<file path="config.mk">
export PLATFORM = sky130hd
export DESIGN_NAME = pkg_stream_decoder_flat
export DESIGN_NICKNAME = d
export VERILOG_FILES = /design/src/rtl/pkg_stream_decoder_if.sv /design/src/rtl/pkg_stream_decoder.sv /design/src/flat_wrapper.sv
export SDC_FILE = /design/constraint.sdc
export NUM_CORES = 1
export LEC_CHECK = 0
export CORE_ASPECT_RATIO = 0.6
export CORE_MARGIN = 2
export CORE_UTILIZATION = 40
export DETAILED_ROUTE_END_ITERATION = 10
export HOLD_SLACK_MARGIN = 0.12
export SKIP_CTS_REPAIR_TIMING = 1
export SYNTH_ARGS = -nofsm -noshare
export SYNTH_HDL_FRONTEND = slang
export SYNTH_SLANG_ARGS = --single-unit
</file>
<file path="constraint.sdc">
create_clock -name clk -period 12 [get_ports clk]
set_input_delay 2.4 -clock clk [delete_from_list [all_inputs] [get_ports clk]]
set_output_delay 2.4 -clock clk [all_outputs]
set_load 0.03 [all_outputs]
</file>
<file path="src/rtl/pkg_stream_decoder_if.sv">
// -----------------------------------------------------------------------------
// pkg_stream_decoder_if
// Link-side and event-side signals of one OFC channel package decoder.
//   master : link deserialiser / control side (drives live_rising, din_valid, din)
//   slave  : the decoder (drives header fields, energy stream and status)
// Signals:
//   live_rising          synchronous clear request
//   din_valid, din       16-bit ADC-link word stream
//   hdr_valid, r_*       decoded header fields, updated with hdr_valid
//   ene_valid/data/idx   energy word stream
//   pkg_done, pkg_ok     end-of-package status
//   hdr_err, len_err, eneword_err, ene_err_cnt, timeout_err   error reporting
// -----------------------------------------------------------------------------
interface pkg_stream_decoder_if #(
    parameter int ERR_CNT_W = 16
);
    logic                 live_rising;
    logic                 din_valid;
    logic [15:0]          din;
    logic                 hdr_valid;
    logic [15:0]          r_pkglength;
    logic [28:0]          r_timestamp;
    logic [8:0]           r_spillno;
    logic [4:0]           r_slotno;
    logic [13:0]          r_evtno;
    logic                 ene_valid;
    logic [13:0]          ene_data;
    logic [11:0]          ene_idx;
    logic                 pkg_done;
    logic                 pkg_ok;
    logic                 hdr_err;
    logic                 len_err;
    logic                 eneword_err;
    logic [ERR_CNT_W-1:0] ene_err_cnt;
    logic                 timeout_err;

    modport master (
        output live_rising, din_valid, din,
        input  hdr_valid, r_pkglength, r_timestamp, r_spillno, r_slotno, r_evtno,
        input  ene_valid, ene_data, ene_idx, pkg_done, pkg_ok,
        input  hdr_err, len_err, eneword_err, ene_err_cnt, timeout_err
    );

    modport slave (
        input  live_rising, din_valid, din,
        output hdr_valid, r_pkglength, r_timestamp, r_spillno, r_slotno, r_evtno,
        output ene_valid, ene_data, ene_idx, pkg_done, pkg_ok,
        output hdr_err, len_err, eneword_err, ene_err_cnt, timeout_err
    );
endinterface

</file>
<file path="src/rtl/pkg_stream_decoder.sv">
// -----------------------------------------------------------------------------
// pkg_stream_decoder
// Streaming ADC-link package decoder: hunts SYNC_WORD, validates and decodes a
// six-word header, passes N_ENE energy words through with a format check,
// counts N_TRAIL trailer words and reports per-package status. Packages that
// stall for TIMEOUT consecutive invalid cycles are aborted.
// Ports:
//   clk  system clock
//   rst  asynchronous active-high reset
//   bus  pkg_stream_decoder_if.slave (input stream in, decoded results out)
// All results are registered: they appear one cycle after the word is accepted.
// -----------------------------------------------------------------------------
module pkg_stream_decoder #(
    parameter logic [15:0] SYNC_WORD  = 16'h50BC,
    parameter int          N_ENE      = 1024,
    parameter int          N_TRAIL    = 6,
    parameter logic [15:0] EXP_PKGLEN = 16'd1036,
    parameter int          TIMEOUT    = 255,
    parameter int          ERR_CNT_W  = 16
) (
    input  logic                clk,
    input  logic                rst,
    pkg_stream_decoder_if.slave bus
);

    typedef enum logic [1:0] {IDLE, HDR, ENE, TRAIL} state_t;

    typedef struct packed {
        logic                 hdr_valid;
        logic [15:0]          r_pkglength;
        logic [28:0]          r_timestamp;
        logic [8:0]           r_spillno;
        logic [4:0]           r_slotno;
        logic [13:0]          r_evtno;
        logic                 ene_valid;
        logic [13:0]          ene_data;
        logic [11:0]          ene_idx;
        logic                 pkg_done;
        logic                 pkg_ok;
        logic                 hdr_err;
        logic                 len_err;
        logic                 eneword_err;
        logic [ERR_CNT_W-1:0] ene_err_cnt;
        logic                 timeout_err;
    } out_t;

    localparam logic [11:0]          LAST_SLOT  = 12'd5;
    localparam logic [11:0]          LAST_ENE   = 12'(N_ENE - 1);
    localparam logic [11:0]          LAST_TRAIL = 12'((N_TRAIL > 0) ? N_TRAIL - 1 : 0);
    localparam logic [16:0]          GAP_LIMIT  = 17'(TIMEOUT);
    localparam logic [ERR_CNT_W-1:0] ERR_ONE    = 1;

    state_t      state_q, state_d;
    logic [11:0] cnt_q, cnt_d;     // header slot / energy index / trailer count
    logic [15:0] gap_q, gap_d;     // consecutive invalid cycles inside a package
    logic [15:0] hdr_q [0:4];      // header slots 0..4; slot 5 is taken straight from din
    out_t        out_q, out_d;

    logic        is_sync, hdr_word_ok, ene_word_ok, gap_expire;
    logic [15:0] pkglen_new;

    assign is_sync     = (bus.din == SYNC_WORD);
    assign hdr_word_ok = (bus.din[15:14] == 2'b11);
    assign ene_word_ok = (bus.din[15:14] == 2'b10);
    assign gap_expire  = !bus.din_valid && (state_q != IDLE)
                         && (({1'b0, gap_q} + 17'd1) == GAP_LIMIT);
    assign pkglen_new  = {hdr_q[0][7:0], hdr_q[1][7:0]};

    // State register
    always_ff @(posedge clk or posedge rst) begin
        // NOTE: registers use non-blocking assignments so every flop samples pre-edge values.
        if (rst) begin
            state_q <= IDLE;
            cnt_q   <= '0;
            gap_q   <= '0;
        end else begin
            state_q <= state_d;
            cnt_q   <= cnt_d;
            gap_q   <= gap_d;
        end
    end

    // NOTE: header slots have no reset; fields are published only after all six slots of the current package were rewritten.
    always_ff @(posedge clk) begin
        if (state_q == HDR && bus.din_valid && !bus.live_rising && hdr_word_ok && cnt_q != LAST_SLOT)
            hdr_q[cnt_q[2:0]] <= bus.din;
    end

    // Next-state logic
    always_comb begin
        // NOTE: every comb output gets a default first so no latch is inferred.
        state_d = state_q;
        cnt_d   = cnt_q;
        gap_d   = gap_q;
        if (bus.live_rising) begin
            state_d = IDLE;
            cnt_d   = '0;
            gap_d   = '0;
        end else if (!bus.din_valid) begin
            if (gap_expire) begin
                state_d = IDLE;
                cnt_d   = '0;
                gap_d   = '0;
            end else if (state_q != IDLE) begin
                gap_d = gap_q + 16'd1;
            end
        end else begin
            gap_d = '0;
            unique case (state_q)
                IDLE: if (is_sync) begin
                    state_d = HDR;
                    cnt_d   = '0;
                end
                HDR: if (hdr_word_ok) begin
                    if (cnt_q == LAST_SLOT) begin
                        state_d = ENE;
                        cnt_d   = '0;
                    end else begin
                        cnt_d = cnt_q + 12'd1;
                    end
                end else begin
                    // A broken header restarts immediately if the offending word is itself a sync.
                    state_d = is_sync ? HDR : IDLE;
                    cnt_d   = '0;
                end
                ENE: if (cnt_q == LAST_ENE) begin
                    state_d = (N_TRAIL == 0) ? IDLE : TRAIL;
                    cnt_d   = '0;
                end else begin
                    cnt_d = cnt_q + 12'd1;
                end
                TRAIL: if (cnt_q == LAST_TRAIL) begin
                    state_d = IDLE;
                    cnt_d   = '0;
                end else begin
                    cnt_d = cnt_q + 12'd1;
                end
                default: state_d = IDLE;
            endcase
        end
    end

    // Output logic: next values of the registered outputs
    always_comb begin
        out_d             = out_q;
        out_d.hdr_valid   = 1'b0;
        out_d.ene_valid   = 1'b0;
        out_d.pkg_done    = 1'b0;
        out_d.pkg_ok      = 1'b0;
        out_d.hdr_err     = 1'b0;
        out_d.timeout_err = 1'b0;
        if (bus.live_rising) begin
            out_d = '0;
        end else if (!bus.din_valid) begin
            out_d.timeout_err = gap_expire;
        end else begin
            unique case (state_q)
                IDLE: if (is_sync) begin
                    out_d.len_err     = 1'b0;
                    out_d.eneword_err = 1'b0;
                end
                HDR: if (!hdr_word_ok) begin
                    out_d.hdr_err = 1'b1;
                end else if (cnt_q == LAST_SLOT) begin
                    out_d.hdr_valid   = 1'b1;
                    out_d.r_pkglength = pkglen_new;
                    out_d.r_timestamp = {hdr_q[1][12], hdr_q[2][13:0], hdr_q[3][13:0]};
                    out_d.r_spillno   = {hdr_q[4][5], hdr_q[4][13:6]};
                    out_d.r_slotno    = hdr_q[4][4:0];
                    out_d.r_evtno     = bus.din[13:0];
                    out_d.len_err     = (pkglen_new != EXP_PKGLEN);
                end
                ENE: begin
                    out_d.ene_valid = 1'b1;
                    out_d.ene_data  = bus.din[13:0];
                    out_d.ene_idx   = cnt_q;
                    if (!ene_word_ok) begin
                        out_d.eneword_err = 1'b1;
                        if (out_q.ene_err_cnt != '1)
                            out_d.ene_err_cnt = out_q.ene_err_cnt + ERR_ONE;
                    end
                    // Without trailers the package closes on its last energy word,
                    // so that word's own error must already count against pkg_ok.
                    if (N_TRAIL == 0 && cnt_q == LAST_ENE) begin
                        out_d.pkg_done = 1'b1;
                        out_d.pkg_ok   = !(out_d.eneword_err || out_q.len_err);
                    end
                end
                TRAIL: if (cnt_q == LAST_TRAIL) begin
                    out_d.pkg_done = 1'b1;
                    out_d.pkg_ok   = !(out_q.eneword_err || out_q.len_err);
                end
                default: ;
            endcase
        end
    end

    always_ff @(posedge clk or posedge rst) begin
        if (rst) out_q <= '0;
        else     out_q <= out_d;
    end

    assign bus.hdr_valid   = out_q.hdr_valid;
    assign bus.r_pkglength = out_q.r_pkglength;
    assign bus.r_timestamp = out_q.r_timestamp;
    assign bus.r_spillno   = out_q.r_spillno;
    assign bus.r_slotno    = out_q.r_slotno;
    assign bus.r_evtno     = out_q.r_evtno;
    assign bus.ene_valid   = out_q.ene_valid;
    assign bus.ene_data    = out_q.ene_data;
    assign bus.ene_idx     = out_q.ene_idx;
    assign bus.pkg_done    = out_q.pkg_done;
    assign bus.pkg_ok      = out_q.pkg_ok;
    assign bus.hdr_err     = out_q.hdr_err;
    assign bus.len_err     = out_q.len_err;
    assign bus.eneword_err = out_q.eneword_err;
    assign bus.ene_err_cnt = out_q.ene_err_cnt;
    assign bus.timeout_err = out_q.timeout_err;

endmodule

</file>
<file path="src/flat_wrapper.sv">
// flat-port wrapper written by rule: the top's interface ports become plain ports
module pkg_stream_decoder_flat 
#(
    parameter logic [15:0] SYNC_WORD  = 16'h50BC,
    parameter int          N_ENE      = 1024,
    parameter int          N_TRAIL    = 6,
    parameter logic [15:0] EXP_PKGLEN = 16'd1036,
    parameter int          TIMEOUT    = 255,
    parameter int          ERR_CNT_W  = 16
)
  (clk, rst, bus_live_rising, bus_din_valid, bus_din, bus_hdr_valid, bus_r_pkglength, bus_r_timestamp, bus_r_spillno, bus_r_slotno, bus_r_evtno, bus_ene_valid, bus_ene_data, bus_ene_idx, bus_pkg_done, bus_pkg_ok, bus_hdr_err, bus_len_err, bus_eneword_err, bus_ene_err_cnt, bus_timeout_err);
  pkg_stream_decoder_if #(.ERR_CNT_W(ERR_CNT_W)) bus_i ();
  input  logic clk;
  input  logic rst;
  input wire logic [$bits(bus_i.live_rising)-1:0] bus_live_rising;
  input wire logic [$bits(bus_i.din_valid)-1:0] bus_din_valid;
  input wire logic [$bits(bus_i.din)-1:0] bus_din;
  output wire logic [$bits(bus_i.hdr_valid)-1:0] bus_hdr_valid;
  output wire logic [$bits(bus_i.r_pkglength)-1:0] bus_r_pkglength;
  output wire logic [$bits(bus_i.r_timestamp)-1:0] bus_r_timestamp;
  output wire logic [$bits(bus_i.r_spillno)-1:0] bus_r_spillno;
  output wire logic [$bits(bus_i.r_slotno)-1:0] bus_r_slotno;
  output wire logic [$bits(bus_i.r_evtno)-1:0] bus_r_evtno;
  output wire logic [$bits(bus_i.ene_valid)-1:0] bus_ene_valid;
  output wire logic [$bits(bus_i.ene_data)-1:0] bus_ene_data;
  output wire logic [$bits(bus_i.ene_idx)-1:0] bus_ene_idx;
  output wire logic [$bits(bus_i.pkg_done)-1:0] bus_pkg_done;
  output wire logic [$bits(bus_i.pkg_ok)-1:0] bus_pkg_ok;
  output wire logic [$bits(bus_i.hdr_err)-1:0] bus_hdr_err;
  output wire logic [$bits(bus_i.len_err)-1:0] bus_len_err;
  output wire logic [$bits(bus_i.eneword_err)-1:0] bus_eneword_err;
  output wire logic [$bits(bus_i.ene_err_cnt)-1:0] bus_ene_err_cnt;
  output wire logic [$bits(bus_i.timeout_err)-1:0] bus_timeout_err;
  assign bus_i.live_rising = bus_live_rising;
  assign bus_i.din_valid = bus_din_valid;
  assign bus_i.din = bus_din;
  assign bus_hdr_valid = bus_i.hdr_valid;
  assign bus_r_pkglength = bus_i.r_pkglength;
  assign bus_r_timestamp = bus_i.r_timestamp;
  assign bus_r_spillno = bus_i.r_spillno;
  assign bus_r_slotno = bus_i.r_slotno;
  assign bus_r_evtno = bus_i.r_evtno;
  assign bus_ene_valid = bus_i.ene_valid;
  assign bus_ene_data = bus_i.ene_data;
  assign bus_ene_idx = bus_i.ene_idx;
  assign bus_pkg_done = bus_i.pkg_done;
  assign bus_pkg_ok = bus_i.pkg_ok;
  assign bus_hdr_err = bus_i.hdr_err;
  assign bus_len_err = bus_i.len_err;
  assign bus_eneword_err = bus_i.eneword_err;
  assign bus_ene_err_cnt = bus_i.ene_err_cnt;
  assign bus_timeout_err = bus_i.timeout_err;
  pkg_stream_decoder #(.SYNC_WORD(SYNC_WORD), .N_ENE(N_ENE), .N_TRAIL(N_TRAIL), .EXP_PKGLEN(EXP_PKGLEN), .TIMEOUT(TIMEOUT), .ERR_CNT_W(ERR_CNT_W)) u_core (.clk(clk), .rst(rst), .bus(bus_i));
endmodule
</file>
==> results of run 1 <==
[state kept, by name, summed over array words and instances (netlist names)]
register                count
u_core.hdr_q               59
u_core.bus.r_timestamp     29
u_core.bus.ene_err_cnt     16
u_core.bus.r_pkglength     16
u_core.gap_q               16
u_core.bus.ene_data        14
u_core.bus.r_evtno         14
u_core.bus.ene_idx         12
u_core.cnt_q               12
u_core.bus.r_spillno        9
u_core.bus.r_slotno         5
u_core.state_q              2
u_core.bus.ene_valid        1
u_core.bus.eneword_err      1
u_core.bus.hdr_err          1
u_core.bus.hdr_valid        1
u_core.bus.len_err          1
u_core.bus.pkg_done         1
u_core.bus.pkg_ok           1
u_core.bus.timeout_err      1
[cells by family after synthesis]
kind of cell	after synthesis
flops	212
xor+xnor	19
mux	5
fa+ha+maj	5
buf+inv	53
simple gates	184
compound gates	175
[path summary, 6_finish.rpt]
path / depth (start not counted) / to / startpoint / slack [ns]
max in group asynchronous: 3 / u_core.cnt_q[2] / rst / 8.22
min reg2reg: 1 / u_core.bus.r_timestamp[23] / u_core.hdr_q[2][9] / 0.46
max reg2reg: 6 / u_core.cnt_q[5] / u_core.state_q[0] / 8.89
min in group asynchronous: 2 / u_core.bus.r_evtno[13] / rst / 2.52
max: 7 / u_core.cnt_q[5] / bus_live_rising / 6.60
min: 1 / u_core.bus.r_timestamp[23] / u_core.hdr_q[2][9] / 0.46
[cell usage after synthesis (all sizes together), types with 3 or more instances]
| cell type | n |
|---|---|
| a21oi | 20 |
| a22o | 104 |
| a31oi | 11 |
| and2 | 5 |
| and3 | 11 |
| buf | 17 |
| clkbuf | 22 |
| dfrtp | 153 |
| edfxtp | 59 |
| ha | 5 |
| inv | 14 |
| mux2i | 4 |
| nand2 | 34 |
| nand2b | 3 |
| nand3 | 19 |
| nand4 | 12 |
| nor2 | 39 |
| nor2b | 6 |
| nor3 | 14 |
| nor3b | 4 |
| nor4 | 13 |
| nor4b | 4 |
| o211ai | 3 |
| o21ai | 21 |
| o31ai | 3 |
| or2 | 7 |
| or3 | 3 |
| xnor2 | 7 |
| xor2 | 12 |
[worst max-delay path, stage by stage]
cell and delay (ns):
clkdlybuf4s50_1 0.97, inv_1 0.30, and2_1 0.87, a22o_1 0.58, inv_1 0.19, or2_2 0.32
a31oi_1 0.17
[final cells by class]
cell class / instances / area, um2 / share of cell area (%)
Multi-Input combinational cell: 388 / 2670 / 24.8
Tap cell: 279 / 349 / 3.24
Clock inverter: 7 / 43.8 / 0.407
Inverter: 14 / 57.6 / 0.535
Sequential cell: 212 / 5600 / 52.1
Clock buffer: 30 / 589 / 5.48
Timing Repair Buffer: 146 / 1450 / 13.5
[stage by stage]
| stage | setup slack [ns] | hold slack, ns | std cells |
|---|---|---|---|
| 6_report | 6.60 | 0.456 | 1076 |
| 5_1_grt | 6.28 | 0.470 | 1076 |
| 4_1_cts | 6.63 | 0.458 | 1076 |
| 3_5_place_dp | 6.09 | 0.448 | 1039 |
| 3_3_place_gp | 6.28 | 0.447 | 1039 |
| 2_1_floorplan | 5.48 | 0.443 | 653 |
[routing by layer]
metal | wire length (um) | vias to the layer above | track usage, %
met2 | 9070 | 218 | 26.9
met3 | 1250 | 30 | 3.28
met4 | 288 | 0 | 3.56
met5 | 0 | - | 0
li1 | - | 2734 | -
met1 | 11400 | 3040 | 32.0
[power groups by stage]
stage | sequential [mW] | clock (mW) | combinational [mW]
3_3_place_gp | 0.765 | 0 | 0.0493
2_1_floorplan | 0.762 | 0 | 0.0269
4_1_cts | 0.751 | 0.627 | 0.0510
3_5_place_dp | 0.765 | 0 | 0.0509
5_1_grt | 0.751 | 0.658 | 0.0553
6_report | 0.751 | 0.612 | 0.0501
==> impl_summary.md, run 1 <==
Detailed routing
The first detailed-routing pass ran for 5 iterations. In this run the remaining antenna-violating nets after routing total 0. The violation count after the first detailed-routing iteration is 496. The average detailed-routed wire length per instance is 20.5 um. The average via count per standard cell is 5.60.

After detailed routing, the number of remaining DRC violations is 0. The overall via count from detail_route is 6,022. The routed wire length is 22.0 mm.

GRT
The overflow left after global routing is 0. The initial antenna violation count was 0. The wire length of the first global-routing pass is 33.3 mm.

The number of global-route vias before repair is 5,554. The pin count of the biggest net entering global routing is 103. The global-route total usage across every layer is 19.5%.

Power and ir drop
The clock network fraction of design power is 43.3%. The sequential share of power is 53.1%. Summing internal, switching and leakage power gives 1.41 mW. The analysis attributes to net switching a power of 0.313 mW. The largest voltage drop on the vdd net is 74.8 uV. The net switching fraction of the power is 22.2%.

Summed over all cells, the static leakage comes to 4.36 nW. The logic gate share of total power is 3.5%. Power spread over the standard cell area amounts to 131 mW/mm2.

Cell internal power was estimated by the tool at 1.10 mW.

Yosys
The post-synthesis compound-gate area fraction is 15.8%. By area, the combinational part of the netlist is dominated by compound AO/OA/AOI/OAI gates. Of the post-synthesis cell area, the dominant cell type holds 45.1%.

Counting flops with an async set or reset pin after synthesis yields a share of 72.2%. The number of nets in the synthesized netlist is 678. The cell type with the highest aggregate area in the netlist is dfrtp_1. The flop and latch count out of synthesis is 212. For this run, the leading register cell type out of synthesis is dfrtp_1. The adder and majority cell fraction of the synthesized area is 0.738%. The number of warnings issued by yosys is 0.

In this run the mean area of a mapped cell was 13.0 um2. After technology mapping, the gate count stands at 653. The simple logic cell fraction of the synthesized area is 12.1%. Ranked by total cell area, the synthesized netlist is headed by dfrtp_1, edfxtp_1, a22o_1, nor2_1, nand2_1. The area of the mapped netlist is 0.00848 mm2. The count of flip-flops with a built-in enable after synthesis is 59. Sequential cells were found to cover 66.0% of the synthesized design area. After Yosys synthesis, XOR and XNOR cells account for 1.96% of the synthesized area. Of the post-synthesis cell area, the part taken by muxes is 0.605%. In this run, distinct cell masters in the synthesized netlist total 58.

Worst hold path
The path category of the worst min-delay check is flop to flop.

Setup path
The startpoint type of the worst setup path is an input pin. The required arrival time at the worst endpoint is 12.41 ns. The critical-path maximum fanout is 29. STA puts the critical path data arrival time at 5.81 ns. The kind of end point of the critical path is a flop.

The critical path is of the input pin to flop type.

Timing
The final sum of negative setup slack is 0 ns. For the pin with the worst max-slew slack, the measured transition is 1.14 ns. The post-layout minimum cycle time is 5.40 ns.

Setup violations remaining at the end of the flow were counted as 0. The number of slew-limit violations in the final report is 0. The worst setup skew after layout is 0.00999 ns. In this run the tightest slew margin relative to its limit is 24.1%. Of the available clock period, the critical path in the final layout requires 45.0%. The hold violation total from the final report was 0. The highest attainable clock frequency is 185 MHz.

Setup repair after global routing left no endpoint under its margin.

Floorplan
The initial standard-cell utilization of the core is 40.5%. The number of core rows is 41. The floorplan step defined a die boundary enclosing 0.0224 mm2. Measured along the x axis, the die boundary spans 192 um. The height of the die is 117 um. Pin placement for this block handled 143 I/O pins. The area of the core is 0.0209 mm2.

Clock tree
The TritonCTS clock tree is yes. The depth of the CTS H-tree is 1. In this run the clock root is driven by a clkbuf_16. The clock net in this run drives a total of 212 sinks. Clock latency on the worst-skew pair, taken at its later pin, is 0.49 ns. The clock-pin slew reported for the worst setup and hold paths after clock tree synthesis is 0.07 ns. The maximum number of buffers from clock root to sink is 3. The clock buffer count from CTS is 21.

Finish
The area growth from synthesis to layout is 26.9%. The final net count is 808. The number of inserted diodes is 0. Leaving out fill and tap cells, the most frequent cell in the layout is dfrtp_1. The fraction of final layout cells sized beyond drive strength 1 is 7.28%.

The library cells used most frequently in the layout, excluding fill and tap cells, are dfrtp_1, clkdlybuf4s50_1, a22o_1, edfxtp_1, nor2_1. The design area is 0.0108 mm2. The share of the core filled with cells is 51.4%. Fill cells in the final layout number 1,780.

Placement
The routability congestion estimate is 0.821. In this run the cell area measured after placement is 0.0101 mm2. The sum of net half-perimeters after detailed placement is 14.7 mm. The count of buffers from port buffering is 142.

Job
The count of maximum capacitance violations is 0.

Outcome
The run finished with clean final reports.
Note: power is estimated with default switching activity, not from simulation.
==> run 2, diff against run 1 <==
==> constraint.sdc (replaced) <==
create_clock -name clk -period 5.2 [get_ports clk]
set_input_delay 1.04 -clock clk [delete_from_list [all_inputs] [get_ports clk]]
set_output_delay 1.04 -clock clk [all_outputs]
set_load 0.03 [all_outputs]
==> run 2 against run 1 <==
  * Critical path depth did not move
  * First-iteration DRC count increased by 7.7%
  * Highest routed layer unchanged
  * Design area is 0.34% higher
  * Via count is 1.9% lower
==> impl_summary.md, run 2 (synthesis results as in run 1) <==
Timing
The final critical path takes up 74.4% of the cycle. The worst setup skew after layout is 0.0125 ns (+0.00250 ns). The setup slack of the critical path after layout is 1.33 ns (-5.27 ns).

The hold violation total from the final report is 0 (unchanged). The number of setup violations in the final report came to 0 (unchanged). The number of slew-limit violations in the final report is 0 (unchanged).

The highest attainable clock frequency is 259 MHz. The slew of the pin with the lowest slew margin came to 1.07 ns (-0.0705 ns). Setup repair after global routing left no endpoint under its margin. The post-layout minimum cycle time is 3.87 ns. The normalized max-slew margin is 28.8% (+4.8 points). The final sum of negative setup slack is 0 ns (unchanged).

Detailed routing
The average detailed-routed wire length per instance is 20.0 um (-2.6%). The overall via count from detail_route was 5,908 (-1.9%). The post-route DRC violation count is 0 (unchanged). The remaining antenna violation count after routing is 0 (unchanged). The violation count after the first detailed-routing iteration was 534 (+7.7%).

The detailed-routing iteration count for the pre-antenna-repair pass came to 5 (unchanged). The routed wire length is 21.5 mm (-2.4%). The average via count per standard cell is 5.48 (-2.1%).

Placement
The post-place setup slack is 0.858 ns (-5.23 ns). The sum of net half-perimeters after detailed placement was 14.7 mm (+0.43%). The count of buffers from port buffering was 142 (unchanged). The routability congestion estimate is 0.835 (+1.6%). The cell area after placement is 0.0102 mm2 (+0.27%).

Floorplan
The height of the die came to 117 um (unchanged). The number of core rows is 41 (unchanged). The full die area came to 0.0224 mm2 (unchanged). The initial standard-cell utilization of the core is 40.5% (unchanged). The area of the core is 0.0209 mm2 (unchanged). The number of I/O pins is 143 (unchanged).

The x dimension of the die is 192 um (unchanged).

Job
The count of maximum capacitance violations is 0 (unchanged).

Finish
The share of the core filled with cells came to 51.6% (+0.17 points). The most common library cell in the layout ignoring fill and taps is dfrtp_1. The flip-flop count of the largest register, all copies and words added came to 59 (unchanged). The final net count is 810 (+0.25%).

The top cell types in the final layout, fill and taps aside, are dfrtp_1, clkdlybuf4s50_1, a22o_1, edfxtp_1, nor2_1. The fraction of final layout cells sized beyond drive strength 1 is 7.13% (-0.14 points). The design area was 0.0108 mm2 (+0.34%). The signed area change from the synthesized netlist to the final layout is 27.3%. The number of inserted diodes is 0 (unchanged).

Clock tree
The clock buffer count from CTS was 21 (unchanged). The depth of the CTS H-tree is 1 (unchanged). The number of sinks driven by the clock tree is 212 (unchanged). The maximum number of buffers from clock root to sink is 3 (unchanged).

The clock latency on the worst-skew pair was 0.49 ns (about the same). TritonCTS built the clock tree. Clock tree synthesis selected as its root buffer the cell clkbuf_16. The clock-pin slew reported for the worst setup and hold paths after clock tree synthesis is 0.06 ns (about the same).

Outcome
The run finished with clean final reports.

Setup path
The endpoint arrival time on the critical path is 4.27 ns (-1.54 ns). The setup path with the least slack is of type input pin to flop. The required arrival time at the worst endpoint came to 5.61 ns (-6.80 ns). The critical-path maximum fanout came to 29 (unchanged). The worst setup path is captured at a flop.

The startpoint type of the worst setup path is an input pin.

Worst hold path
The path category of the worst min-delay check is flop to flop.

Power and ir drop
The largest voltage drop on the vdd net came to 207 uV (+180%). The power per unit of standard cell area is 304 mW/mm2 (+130%). The leakage component of the power is 4.37 nW (+0.30%).

GRT
The number of global-route vias before repair is 5,569 (+0.27%). The wire length of the first global-routing pass was 33.3 mm (about the same). The overflow left after global routing is 0 (unchanged). The pin count of the biggest net entering global routing was 91 (-12%). The initial antenna violation count is 0 (unchanged).

The global-route total usage across every layer came to 19.4% (-0.036 points).
## run 2: final cells by class
cell class	instances	area, um2
well taps	279	349
multi-input cells	388	2670
clock inverters	7	62.6
inverters	14	57.6
flip-flops and latches	212	5600
fillers	1791	10100
clock buffers	30	579
repair buffers	148	1480
## run 2: stage by stage
step	hold slack [ns]	power, mW	cells
floorplan	0.443	1.82	653
global placement	0.445	1.88	1041
detailed placement	0.448	1.88	1041
CTS	0.460	3.32	1078
global route	0.478	3.41	1078
finish	0.458	3.29	1078
## run 2: final timing paths
kind                                     from                         end  slack (ns)  cells past startpoint
hold reg to reg            u_core.hdr_q[2][3]  u_core.bus.r_timestamp[17]        0.46                      1
max in group asynchronous                 rst   u_core.bus.ene_err_cnt[9]        3.29                      3
setup / recovery                bus_din_valid             u_core.cnt_q[7]        1.33                      7
hold / removal             u_core.hdr_q[2][3]  u_core.bus.r_timestamp[17]        0.46                      1
setup reg to reg            u_core.state_q[0]             u_core.cnt_q[7]        2.10                      6
min in group asynchronous                 rst      u_core.bus.r_evtno[13]        1.00                      2
## run 2: per-layer routing
metal / vias to the layer above / part of all wire [%] / wire length (um) / global-route usage (%)
met3: 25 / 5.7 / 1230 / 3.91
met1: 2981 / 53 / 11400 / 32.4
met5: - / 0 / 0 / 0
li1: 2736 / - / - / -
met4: 0 / 1.5 / 332 / 4.02
met2: 166 / 40 / 8560 / 25.6
## run 2: power breakdown
| group | switching (mW) | internal, mW | total [mW] |
|---|---|---|---|
| Sequential | 0.0152 | 1.72 | 1.73 |
| Clock | 0.612 | 0.825 | 1.44 |
| Combinational | 0.0856 | 0.0300 | 0.116 |
| Total | 0.712 | 2.57 | 3.29 |
## run 2: worst max-delay path: stages
cell             delay (ns)
clkdlybuf4s50_1        0.74
and3b_1                0.34
and2_1                 0.87
a22o_1                 0.59
inv_1                  0.19
or2_2                  0.32
a31oi_1                0.16
==> run 3, diff against run 2 <==
==> constraint.sdc (replaced) <==
create_clock -name clk -period 3.95 [get_ports clk]
set_input_delay 0.79 -clock clk [delete_from_list [all_inputs] [get_ports clk]]
set_output_delay 0.79 -clock clk [all_outputs]
set_load 0.03 [all_outputs]
==> run 3 against run 2 <==
  * Clock power increased by 33%
  * Global-route usage increased by 0.32 points
  * Clock skew decreased by 0.0029 ns
  * Utilization increased by 0.62 points
  * Die area unchanged
  * Register-to-register slack got worse by 1.2 ns
  * Final cell count increased by 1.3%
  * Sequential share of layout area decreased by 0.62 points
  * Routed wire length increased by 4.0%
  * Critical path type is now flop to flop
  * Largest power group unchanged
==> impl_summary.md, run 3 (synthesis results as in run 1) <==
Outcome
The flow ran to the end, and the final reports show no timing, DRC or antenna violations.

GRT
The wire length of the first global-routing pass was 33.9 mm (+1.7%). The number of global-route vias before repair is 5,659 (+1.6%). The initial antenna violation count is 1 (+1). The global-route total usage across every layer is 19.7% (+0.32 points). The pin count of the biggest net entering global routing is 84 (-7.7%). The overflow left after global routing is 0 (unchanged).

Detailed routing
The overall via count from detail_route is 5,989 (+1.4%). The remaining antenna violation count after routing was 0 (unchanged). The average via count per standard cell is 5.48 (about the same).

The detailed-routing iteration count for the pre-antenna-repair pass is 5 (unchanged). The routed wire length came to 22.4 mm (+4.0%). The average detailed-routed wire length per instance came to 20.5 um (+2.7%). The post-route DRC violation count is 0 (unchanged). The violation count after the first detailed-routing iteration is 581 (+8.8%).

Timing
The slew of the pin with the lowest slew margin was 0.836 ns (-0.231 ns). Derived from the worst setup path, the maximum achievable clock frequency is 324 MHz. Dividing the final minimum period by the clock period gives 78.2%. The setup slack of the critical path after layout was 0.861 ns (-0.472 ns).

For the finished layout, the period the worst path requires is 3.09 ns. The hold violation total from the final report is 0 (unchanged). The number of setup violations in the final report was 0 (unchanged).

Setup repair after global routing left no endpoint under its margin. The worst setup skew after layout is 0.00958 ns (-0.00291 ns). The normalized max-slew margin was 43.7% (+15 points). The number of slew-limit violations in the final report is 0 (unchanged). The final sum of negative setup slack is 0 ns (unchanged).

Finish
The top cell types in the final layout, fill and taps aside, are dfrtp_1, clkdlybuf4s50_1, a22o_1, edfxtp_1, nor2_1. The number of inserted diodes is 0 (unchanged). The number of fill cells is 1,756 (-2.0%). The fraction of final layout cells sized beyond drive strength 1 was 8.86% (+1.7 points). The area taken by flip-flops and latches is 0.00560 mm2 (unchanged).

The multi-input combinational cell area came to 0.00267 mm2 (unchanged). The area growth from synthesis to layout is 28.8%. The library cell used most frequently in the layout, excluding fill and tap cells, is dfrtp_1.

The flip-flop count of the largest register, all copies and words added is 59 (unchanged). The final net count is 824 (+1.7%). The share of the core filled with cells is 52.2% (+0.62 points).

Setup path
The endpoint identified for the worst register-to-register timing path is u_core.cnt_q[5]. Walking the worst path, the cells encountered are ha_1, nand3_2, or3_1, mux2i_1, or3_1, or2_1, nand2_1, a31oi_1. By startpoint and endpoint, the worst setup path is classified as flop to flop. The most used cell along the critical path is or3_1. The biggest cell delay along the critical path is 0.54 ns (-0.33 ns).

The critical-path maximum fanout came to 12 (-59%). The logic depth of the worst register-to-register path is 8 (+2). The setup slack on the worst flop-to-flop path is 0.86 ns (-1.24 ns). The cell type of the slowest stage on the worst timing path is dfrtp_1. The cell family contributing the most delay on the critical path is simple AND/OR/NAND/NOR gates.

The endpoint arrival time on the critical path is 3.44 ns (-0.83 ns). The startpoint type of the worst setup path is a flop. The required arrival time at the worst endpoint is 4.30 ns (-1.31 ns). STA classifies the critical path endpoint as a flop. The critical register-to-register path startpoint is u_core.gap_q[0].

The number of buffer and inverter instances along the worst setup path was 0 (-2).

Floorplan
The height of the die is 117 um (unchanged). The full die area is 0.0224 mm2 (unchanged). The number of core rows is 41 (unchanged).

The x dimension of the die came to 192 um (unchanged). The number of I/O pins is 143 (unchanged). The initial standard-cell utilization of the core is 40.5% (unchanged).

The area of the core is 0.0209 mm2 (unchanged).

Power and ir drop
The power per unit of standard cell area came to 398 mW/mm2 (+31%). The largest voltage drop on the vdd net is 264 uV (+27%). The leakage component of the power is 4.45 nW (+1.8%).

Worst hold path
The startpoint identified for the worst hold timing path is u_core.hdr_q[3][4]. The number of cells traversed by the worst hold path was 1 (unchanged). The path class of the tightest hold or removal check is flop to flop. The destination of the worst hold path is u_core.bus.r_timestamp[4].

Clock tree
TritonCTS built the clock tree. The maximum number of buffers from clock root to sink came to 3 (unchanged). The number of sinks driven by the clock tree is 212 (unchanged).

The clock latency on the worst-skew pair came to 0.49 ns (about the same). The depth of the CTS H-tree is 1 (unchanged). The clock buffer count from CTS came to 21 (unchanged). The clock-pin slew reported for the worst setup and hold paths after clock tree synthesis is 0.07 ns (about the same).

The cell sitting at the root of the clock tree is a clkbuf_16.

Placement
The post-place setup slack is 0.635 ns (-0.223 ns). The sum of net half-perimeters after detailed placement came to 15.2 mm (+3.3%). The routability congestion estimate was 0.836 (+0.22%). The count of buffers from port buffering is 142 (unchanged).

Job
The count of maximum capacitance violations came to 0 (unchanged).
-- run 3: cell type report --
type	count	share of cell area, %
clock buffers	27	5.11
clock inverters	10	0.779
inverters	14	0.515
flip-flops and latches	212	51.3
multi-input cells	388	24.4
repair buffers	162	14.7
well taps	279	3.20
-- run 3: worst max path at each step --
stage                     from                  to  slack, ns  depth (start not counted)
3_3_place_gp     bus_din_valid     u_core.cnt_q[3]       0.73                          7
6_report       u_core.gap_q[0]     u_core.cnt_q[5]       0.86                          8
3_5_place_dp     bus_din_valid     u_core.cnt_q[3]       0.63                          7
2_1_floorplan  bus_live_rising  u_core.hdr_q[2][0]       1.06                          3
4_1_cts        u_core.gap_q[0]     u_core.cnt_q[5]       0.90                          8
5_1_grt        u_core.gap_q[0]     u_core.cnt_q[2]       0.71                          8
-- run 3: power by group --
part / switching, mW / total (mW) / internal [mW]
clock network: 0.834 / 1.91 / 1.07
logic: 0.117 / 0.164 / 0.0478
registers: 0.0187 / 2.28 / 2.26
total: 0.969 / 4.35 / 3.38
-- run 3: metal layers --
| layer | GRT usage, % | share of wire, % |
|---|---|---|
| met1 | 32.5 | 52 |
| met2 | 26.1 | 40 |
| met3 | 4.41 | 7.1 |
| met4 | 4.02 | 1.5 |
| met5 | 0 | 0 |
-- run 3: per-stage QoR --
stage | hold WS, ns | std cells | total power [mW] | area (um2)
after global placement | 0.447 | 1055 | 2.49 | 10300
final | 0.463 | 1092 | 4.35 | 10900
after detailed placement | 0.450 | 1055 | 2.49 | 10300
after global routing | 0.476 | 1092 | 4.51 | 10900
after CTS | 0.465 | 1092 | 4.39 | 10900
after floorplan | 0.443 | 653 | 2.40 | 8480
